**config.mk**
```make
export PLATFORM = sky130hd
export DESIGN_NAME = gpio_bank
export DESIGN_NICKNAME = d
export VERILOG_FILES = /design/src/rtl/gpio_bank.sv
export SDC_FILE = /design/constraint.sdc
export NUM_CORES = 1
export LEC_CHECK = 0
export BUFFER_PORTS_ARGS = -buffer_cell sky130_fd_sc_hd__buf_2
export CORE_UTILIZATION = 45
export CTS_CLUSTER_SIZE = 40
export DETAILED_ROUTE_END_ITERATION = 16
export PLACE_DENSITY = 0.7
export SLEW_MARGIN = 20
export SYNTH_ARGS = -nofsm -noshare
export SYNTH_HDL_FRONTEND = slang
export SYNTH_SLANG_ARGS = --single-unit
```
**constraint.sdc**
```tcl
create_clock -name clk -period 1.95 [get_ports clk]
set_input_delay 0.195 -clock clk [delete_from_list [all_inputs] [get_ports clk]]
set_output_delay 0.195 -clock clk [all_outputs]
set_load 0.1 [all_outputs]
```
**src/rtl/gpio_bank.sv**
```systemverilog
// Memory-mapped GPIO bank: OUT/DIR/IN registers, atomic set/clear/toggle,
// and per-pin edge-triggered status with a level interrupt.
module gpio_bank #(
    parameter int WIDTH       = 8,
    parameter int SYNC_STAGES = 2
) (
    input  logic             clk,
    input  logic             reset,
    input  logic             sel,
    input  logic [7:0]       addr,
    input  logic             ren,
    output logic [31:0]      rdata,
    input  logic             wen,
    input  logic [31:0]      wdata,
    input  logic [1:0]       wsize,
    input  logic [WIDTH-1:0] gpio_in,
    output logic [WIDTH-1:0] gpio_out,
    output logic [WIDTH-1:0] gpio_oe,
    output logic             irq
);

    localparam logic [5:0] REG_OUT  = 6'd0;
    localparam logic [5:0] REG_DIR  = 6'd1;
    localparam logic [5:0] REG_IN   = 6'd2;
    localparam logic [5:0] REG_SET  = 6'd3;
    localparam logic [5:0] REG_CLR  = 6'd4;
    localparam logic [5:0] REG_TGL  = 6'd5;
    localparam logic [5:0] REG_IE   = 6'd6;
    localparam logic [5:0] REG_EDGE = 6'd7;
    localparam logic [5:0] REG_STAT = 6'd8;

    localparam int          PRIME_CYCLES = SYNC_STAGES + 1;
    localparam logic [31:0] WMASK        = 32'((64'd1 << WIDTH) - 64'd1);

    logic [WIDTH-1:0] out_q, dir_q, ie_q, edge_q, stat_q;
    logic [SYNC_STAGES-1:0][WIDTH-1:0] sync_q;
    logic [WIDTH-1:0] in_sync, in_prev;
    logic [2:0]       prime_cnt;
    logic             primed;

    logic [5:0]       word;
    logic             wr, rd;
    logic [WIDTH-1:0] wval;
    logic [WIDTH-1:0] out_nxt, dir_nxt, ie_nxt, edge_nxt, stat_nxt;
    logic [WIDTH-1:0] rise, fall, edge_hit;
    logic [WIDTH-1:0] rd_val;
    logic             unused_bits;

    assign word        = addr[7:2];
    assign wr          = sel & wen & (wsize == 2'b11);
    assign rd          = sel & ren;
    assign wval        = wdata[WIDTH-1:0];
    assign unused_bits = ^{addr[1:0], wdata & ~WMASK};

    // Edges are suppressed until the synchroniser and delay flop hold real pin data.
    assign in_sync  = sync_q[SYNC_STAGES-1];
    assign primed   = (prime_cnt == 3'(PRIME_CYCLES));
    assign rise     = in_sync & ~in_prev;
    assign fall     = ~in_sync & in_prev;
    assign edge_hit = primed ? ((rise & edge_q) | (fall & ~edge_q)) : '0;

    always_comb begin
        // NOTE: every signal gets a default before the case so no latch is inferred.
        out_nxt  = out_q;
        dir_nxt  = dir_q;
        ie_nxt   = ie_q;
        edge_nxt = edge_q;
        stat_nxt = stat_q;
        if (wr) begin
            case (word)
                REG_OUT:  out_nxt  = wval;
                REG_DIR:  dir_nxt  = wval;
                REG_SET:  out_nxt  = out_q | wval;
                REG_CLR:  out_nxt  = out_q & ~wval;
                REG_TGL:  out_nxt  = out_q ^ wval;
                REG_IE:   ie_nxt   = wval;
                REG_EDGE: edge_nxt = wval;
                REG_STAT: stat_nxt = stat_q & ~wval;
                default:  ;
            endcase
        end
        // A new edge beats a same-cycle W1C on the same bit.
        stat_nxt = stat_nxt | edge_hit;
    end

    always_comb begin
        rd_val = '0;
        case (word)
            REG_OUT:  rd_val = out_q;
            REG_DIR:  rd_val = dir_q;
            REG_IN:   rd_val = in_sync;
            REG_IE:   rd_val = ie_q;
            REG_EDGE: rd_val = edge_q;
            REG_STAT: rd_val = stat_q;
            default:  rd_val = '0;
        endcase
    end

    always_ff @(posedge clk) begin
        if (reset) begin
            out_q     <= '0;
            dir_q     <= '0;
            ie_q      <= '0;
            edge_q    <= '0;
            stat_q    <= '0;
            // NOTE: the sync chain is cleared too, so stale pin history cannot fake an edge.
            sync_q    <= '0;
            in_prev   <= '0;
            prime_cnt <= '0;
            rdata     <= '0;
            irq       <= 1'b0;
        end else begin
            // NOTE: non-blocking, so every register samples pre-edge values.
            out_q   <= out_nxt;
            dir_q   <= dir_nxt;
            ie_q    <= ie_nxt;
            edge_q  <= edge_nxt;
            stat_q  <= stat_nxt;
            sync_q  <= {sync_q[SYNC_STAGES-2:0], gpio_in};
            in_prev <= in_sync;
            if (!primed)
                prime_cnt <= prime_cnt + 3'd1;
            if (rd)
                rdata <= 32'(rd_val);
            irq <= |(stat_nxt & ie_nxt);
        end
    end

    assign gpio_out = out_q;
    assign gpio_oe  = dir_q;

endmodule

```
# ---- Word-level counts from Yosys, hierarchy flattened
# Cells that the tools add are included.
# W data, S select, Z words.
dict set report op_classes {
  n_addsub 1
  n_eq_ne 10
  mux 7
  n_bitwise 18
  n_reduce_logical 6
}
# operator n
set ops {}
lappend ops {{$and A8 B8 Y8} 7}
lappend ops {{$pmux W8 S6} 1}
lappend ops {{$mux W8} 5}
lappend ops {{$not A8 Y8} 4}
lappend ops {{$pmux W8 S4} 1}
lappend ops {{$eq A6 B3 Y1 const B} 4}
lappend ops {{$or A8 B8 Y8} 3}
lappend ops {{$eq A6 B2 Y1 const B} 2}
lappend ops {{$reduce_or A8 Y1} 1}
lappend ops {{$xor A8 B8 Y8} 1}
lappend ops {{$eq A6 B1 Y1 const B} 1}
lappend ops {{$eq A6 B4 Y1 const B} 1}
lappend ops {{$logic_not A6 Y1} 1}
lappend ops {{$reduce_and A2 Y1} 3}
lappend ops {{$reduce_bool A4 Y1} 1}
lappend ops {{$add A3 B1 Y3 const B} 1}
lappend ops {{$and A1 B1 Y1} 3}
lappend ops {{$eq A3 B2 Y1 const B} 1}
lappend ops {{$eq A2 B2 Y1 const B} 1}
dict set report totals {
  register_bits 76
  inputBits 55
  output_inout_bits 49
  elab_cells 53
}

# ---- Logic depth before layout (Yosys ltp)
dict set report logic_depth {
  ltp_word 8
  mapped_depth 8
  depth_no_buf 5
}

# ---- Least setup slack after synthesis
# OpenSTA, ideal clock, no wires.
dict set report synth_path {
  path_kind {flip-flop to flip-flop}
  start {reg out_q[7] (netlist: gpio_out[7])}
  end {reg out_q[7] (netlist: gpio_out[7])}
  setup_ps 86
  arrival_time_ps 1824
  required_ps 1864
  path_slack_ps 40
  path_stages_with_launch 6
  path_buffers 0
  synth_period_minus_slack_ps 1910
  path_cell_list {dfxtp_1 inv_1 ha_1 mux2i_1 o221a_1 a211oi_1}
}
dict set report synth_between {
  elab_chain_cells 2
  elab_cells_between_ends 4
  classes_between {mux: 1; bitwise: 3}
}
# element line
set synth_rtl {}
lappend synth_rtl {{start, declared} 35} ;# logic [WIDTH-1:0] out_q, dir_q, ie_q, edge_q, stat_q;
lappend synth_rtl {{start signal, assigned} 114} ;# out_q <= out_nxt;
lappend synth_rtl {{$xor A8 B8 Y8 (tied with other cells)} 75} ;# REG_TGL: out_nxt = out_q ^ wval;
lappend synth_rtl {{$pmux W8 S4 *} 70} ;# case (word)
# Every way passes the cells marked *; elsewhere a longest branch is shown, timed or not.
# A chain may end at the register's enable or synchronous reset.

# ---- Worst setup path after layout
dict set report layout_path {
  start {reg prime_cnt[0]}
  end {reg irq}
}
dict set report layout_between {
  elab_chain_cells 5
}
# element line
set layout_rtl {}
lappend layout_rtl {{start, declared} 38} ;# logic [2:0] prime_cnt;
lappend layout_rtl {{start signal, assigned} 122} ;# prime_cnt <= prime_cnt + 3'd1;
lappend layout_rtl {{$eq A3 B2 Y1} 57} ;# assign primed = (prime_cnt == 3'(PRIME_CYCLES));
lappend layout_rtl {{$mux W8} 60} ;# assign edge_hit = primed ? ((rise & edge_q) | (fall & ~edge_q)) : '0;
lappend layout_rtl {{$or A8 B8 Y8} 83} ;# stat_nxt = stat_nxt | edge_hit;
lappend layout_rtl {{$and A8 B8 Y8} 125} ;# irq <= |(stat_nxt & ie_nxt);
lappend layout_rtl {{$reduce_or A8 Y1} 125}
lappend layout_rtl {{end signal, assigned} 125}
lappend layout_rtl {{end, declared} 19} ;# output logic irq
# Every way passes these cells.

==> results by stage <==
Timing:
- The hold violation count in the final report is 0.
- The post-route fraction of the period consumed by the critical path is 92.5%.
- The clock arrives with 0.00921 ns of skew.
- The count of final setup violators is 0.
- For the pin with the worst max-slew slack, the measured transition is 0.631 ns.
- The setup TNS after final layout is 0 ns.
- The fmax is 0.554 GHz.
- In this run the tightest slew margin relative to its limit is 57.9%.
- Setup repair after global routing left no endpoint under its margin.
- After layout, the minimum clock period comes to 1.80 ns.
- The number of pins with negative max-slew slack in the final report came to 0.

Floorplanning:
- Row generation in the floorplan step produced 32 rows.
- The width of the chip is 93.4 um.
- The floorplan die height is 93.4 um.
- The starting utilization of the core area is 47.7%.
- The I/O pin total is 104.
- The die area is 8720 um^2.
- The core area is 7890 um^2.

Place:
- The cell count after placement is 554.
- Summing all placed instances gives a cell area of 4060 um^2.
- The HPWL after detailed placement is 5.93 mm.
- The global placement routability congestion is 0.832.
- Port buffering added 53 buffers.

Synthesis:
- The mapped netlist covers 3760 um^2.
- The number of synthesized flops with an enable pin is 0.
- Of all cell types, the one taking the most synthesized area is sky130_fd_sc_hd__dfxtp_1.
- By area the synthesized netlist is led by sky130_fd_sc_hd__dfxtp_1 (40%), sky130_fd_sc_hd__mux2i_1 (11%), sky130_fd_sc_hd__ha_1 (6.0%), sky130_fd_sc_hd__buf_4 (5.0%), sky130_fd_sc_hd__nor2b_1 (4.3%).
- The most used flip-flop cell after synthesis is sky130_fd_sc_hd__dfxtp_1.
- The synthesized instance count is 411.
- Synthesis instantiated 39 different standard cells from the library.
- The fraction of post-synthesis cell area in the top cell type by area is 40.5%.
- The synthesized area per cell is 9.15 um^2.
- The number of warnings issued by yosys is 0.
- The sequential-to-total area share from yosys stat is 40.5%.
- After synthesis the netlist holds a flip-flop and latch count of 76.
- In the synthesized netlist the async set-or-reset flop fraction comes to 0%.

Job:
- The tool flagged a number of max-cap violations equal to 0.

Finish:
- Relative to the synthesized area, the layout overhead comes to 13.9%.
- The number of antenna diodes in the final layout is 0.
- The net count of the finished layout is 536.
- The library cell used most frequently in the layout, excluding fill and tap cells, is sky130_fd_sc_hd__dfxtp_1.
- The post-layout instance count excluding filler cells is 570.
- Leaving out fill and tap cells, the most frequent cells in the layout are sky130_fd_sc_hd__dfxtp_1 (76), sky130_fd_sc_hd__buf_2 (53), sky130_fd_sc_hd__mux2i_1 (41).
- Cells with a size suffix above 1 make up 19.4% of the layout.
- The utilization of the core after routing is 54.3%.
- The final design area excluding fillers is 4280 um^2.

Clocking:
- After clock tree synthesis, the clock-pin slew on the worst setup and hold paths is 0.07 ns.
- The number of buffers created by CTS is 9.
- The root buffer cell is sky130_fd_sc_hd__clkbuf_8.
- The clock net in this run drives a total of 76 sinks.
- The clock tree from TritonCTS is yes.
- The later pin in the worst-skew pair is clocked with a latency of 0.34 ns.
- Counting along the longest clock path gives a buffer depth of 2.
- The buffer count from post-CTS setup fixing is 0.
- CTS built an H-tree with a depth of 3.
- The count of hold-fix buffers inserted at cts is 0.
- In this run, post-CTS repair resized a total of 0 instances.

Power:
- In this run switching power makes up 28.7% of total power.
- The total power consumption of the routed design is 0.00351 W.
- IR analysis of the VDD net gives a maximum drop of 0.457 mV.
- The clock group share of total power is 38.2%.
- For this design the ratio of total power to cell area is 820 nW/um^2.
- The internal power of the cells totals 0.00250 W.
- The leakage power figure is 1.88 nW.
- The share of total power dissipated in combinational logic is 15.6%.
- The sequential group share of total power is 46.2%.
- The switching power summed over all nets is 0.00101 W.

Detailed routing:
- Summed over all layers, the routed wires come to 8.48 mm.
- The average routed wire per standard cell is 14.9 um.
- In this run the remaining antenna-violating nets after routing total 0.
- The post-detailed-route DRC marker count is 0.
- Summing over every cut layer, the via total after detailed routing is 3043.
- The via-per-instance ratio is 5.34.
- The detailed-router iteration count before antenna repair is 5.
- The number of DRC markers after the initial detailed-route iteration is 273.

Global route:
- The aggregate global-route resource usage is 20.0%.
- The first global-routing pass estimated 13.5 mm of wire.
- After global routing the overflow that remains totals 0.
- The largest net degree at the start of global routing is 62.
- The number of antenna violations at the first check in global routing is 0.
- The number of global-route vias before repair is 2791.

Hold path:
- The min-delay analysis places its worst path in the category input port to flop.

Run status:
- The run finished with clean final reports.

Setup path:
- In this run the worst path has a maximum fanout of 9.
- The type of destination of the critical path is a flop.
- The setup path with the least slack is of type flop to flop.
- The required time of the critical path is 2.17 ns.
- The data arrival time of the worst path is 2.03 ns.
- The worst setup path is launched from a flop.
==> registers in the layout, indices dropped and copies added (netlist names) <==
signal,flops
edge_q,8
gpio_oe,8
gpio_out,8
ie_q,8
in_prev,8
in_sync,8
rdata,8
stat_q,8
sync_q,8
prime_cnt,3
irq,1
==> area by class of cell <==
type,count,area [um^2]
Sequential cell,76,1520
Multi-Input combinational cell,291,1970
Inverter,18,67.6
Fill cell,740,3600
Clock inverter,3,68.8
Clock buffer,13,159
Timing Repair Buffer,67,370
Tap cell,102,128
==> critical path, cell delays in order (launching register included) <==
cell and delay, ns:
sky130_fd_sc_hd__dfxtp_1 0.32, sky130_fd_sc_hd__ha_1 0.20, sky130_fd_sc_hd__ha_1 0.34, sky130_fd_sc_hd__a22oi_1 0.29, sky130_fd_sc_hd__o22ai_1 0.14, sky130_fd_sc_hd__o41a_1 0.41
==> per-stage QoR <==
step | hold slack [ns] | setup WS, ns
3_5_place_dp | 0.408 | 0.0850
6_report | 0.0626 | 0.146
5_1_grt | 0.0466 | 0.0164
2_1_floorplan | 0.323 | 0.0403
3_3_place_gp | 0.407 | 0.121
4_1_cts | 0.0493 | 0.152
==> cell usage after synthesis, types with 7 or more instances <==
library cell               count
sky130_fd_sc_hd__buf_4        25
sky130_fd_sc_hd__nand4_1       8
sky130_fd_sc_hd__a221oi_1      7
sky130_fd_sc_hd__nor2b_1      26
sky130_fd_sc_hd__nor2_1       39
sky130_fd_sc_hd__ha_1         18
sky130_fd_sc_hd__dfxtp_1      76
sky130_fd_sc_hd__a22oi_1      15
sky130_fd_sc_hd__nand2b_1      8
sky130_fd_sc_hd__o22ai_1      12
sky130_fd_sc_hd__a21oi_1      14
sky130_fd_sc_hd__clkbuf_1     15
sky130_fd_sc_hd__nand2_1      26
sky130_fd_sc_hd__inv_1        18
sky130_fd_sc_hd__buf_2         8
sky130_fd_sc_hd__o221a_2       7
sky130_fd_sc_hd__o21ai_0      21
sky130_fd_sc_hd__mux2i_1      41
==> path summary, 6_finish.rpt <==
path                 from          to  slack, ns  depth (start not counted)
max          prime_cnt[0]         irq       0.15                          5
min            gpio_in[5]   sync_q[5]       0.06                          2
max reg2reg  prime_cnt[0]         irq       0.15                          5
min reg2reg     sync_q[2]  in_sync[2]       0.44                          1
==> power by group through the flow <==
stage               combinational, W  clock (W)  sequential [W]
detailed placement          0.000544          0         0.00166
global route                0.000581    0.00145         0.00163
finish                      0.000547    0.00134         0.00162
floorplan                   0.000403          0         0.00172
global placement            0.000536          0         0.00166
CTS                         0.000546    0.00138         0.00162
==> metal layers <==
metal	global-route usage, %	part of all wire (%)
met5	0	0
met4	5.26	0.74
met3	4.55	5.9
met2	32.8	46
met1	26.4	47
==> cells by family after synthesis <==
kind of cell | share of synthesized area (%)
AO/OA/AOI/OAI | 14.9
buffers and inverters | 9.45
XOR/XNOR | 0.466
AND/OR/NAND/NOR | 17.6
multiplexers | 10.9
other | 0.0998
flip-flops | 40.5
adder cells (fa/ha/maj) | 5.99
No activity file was read; power rests on OpenSTA's default activity.
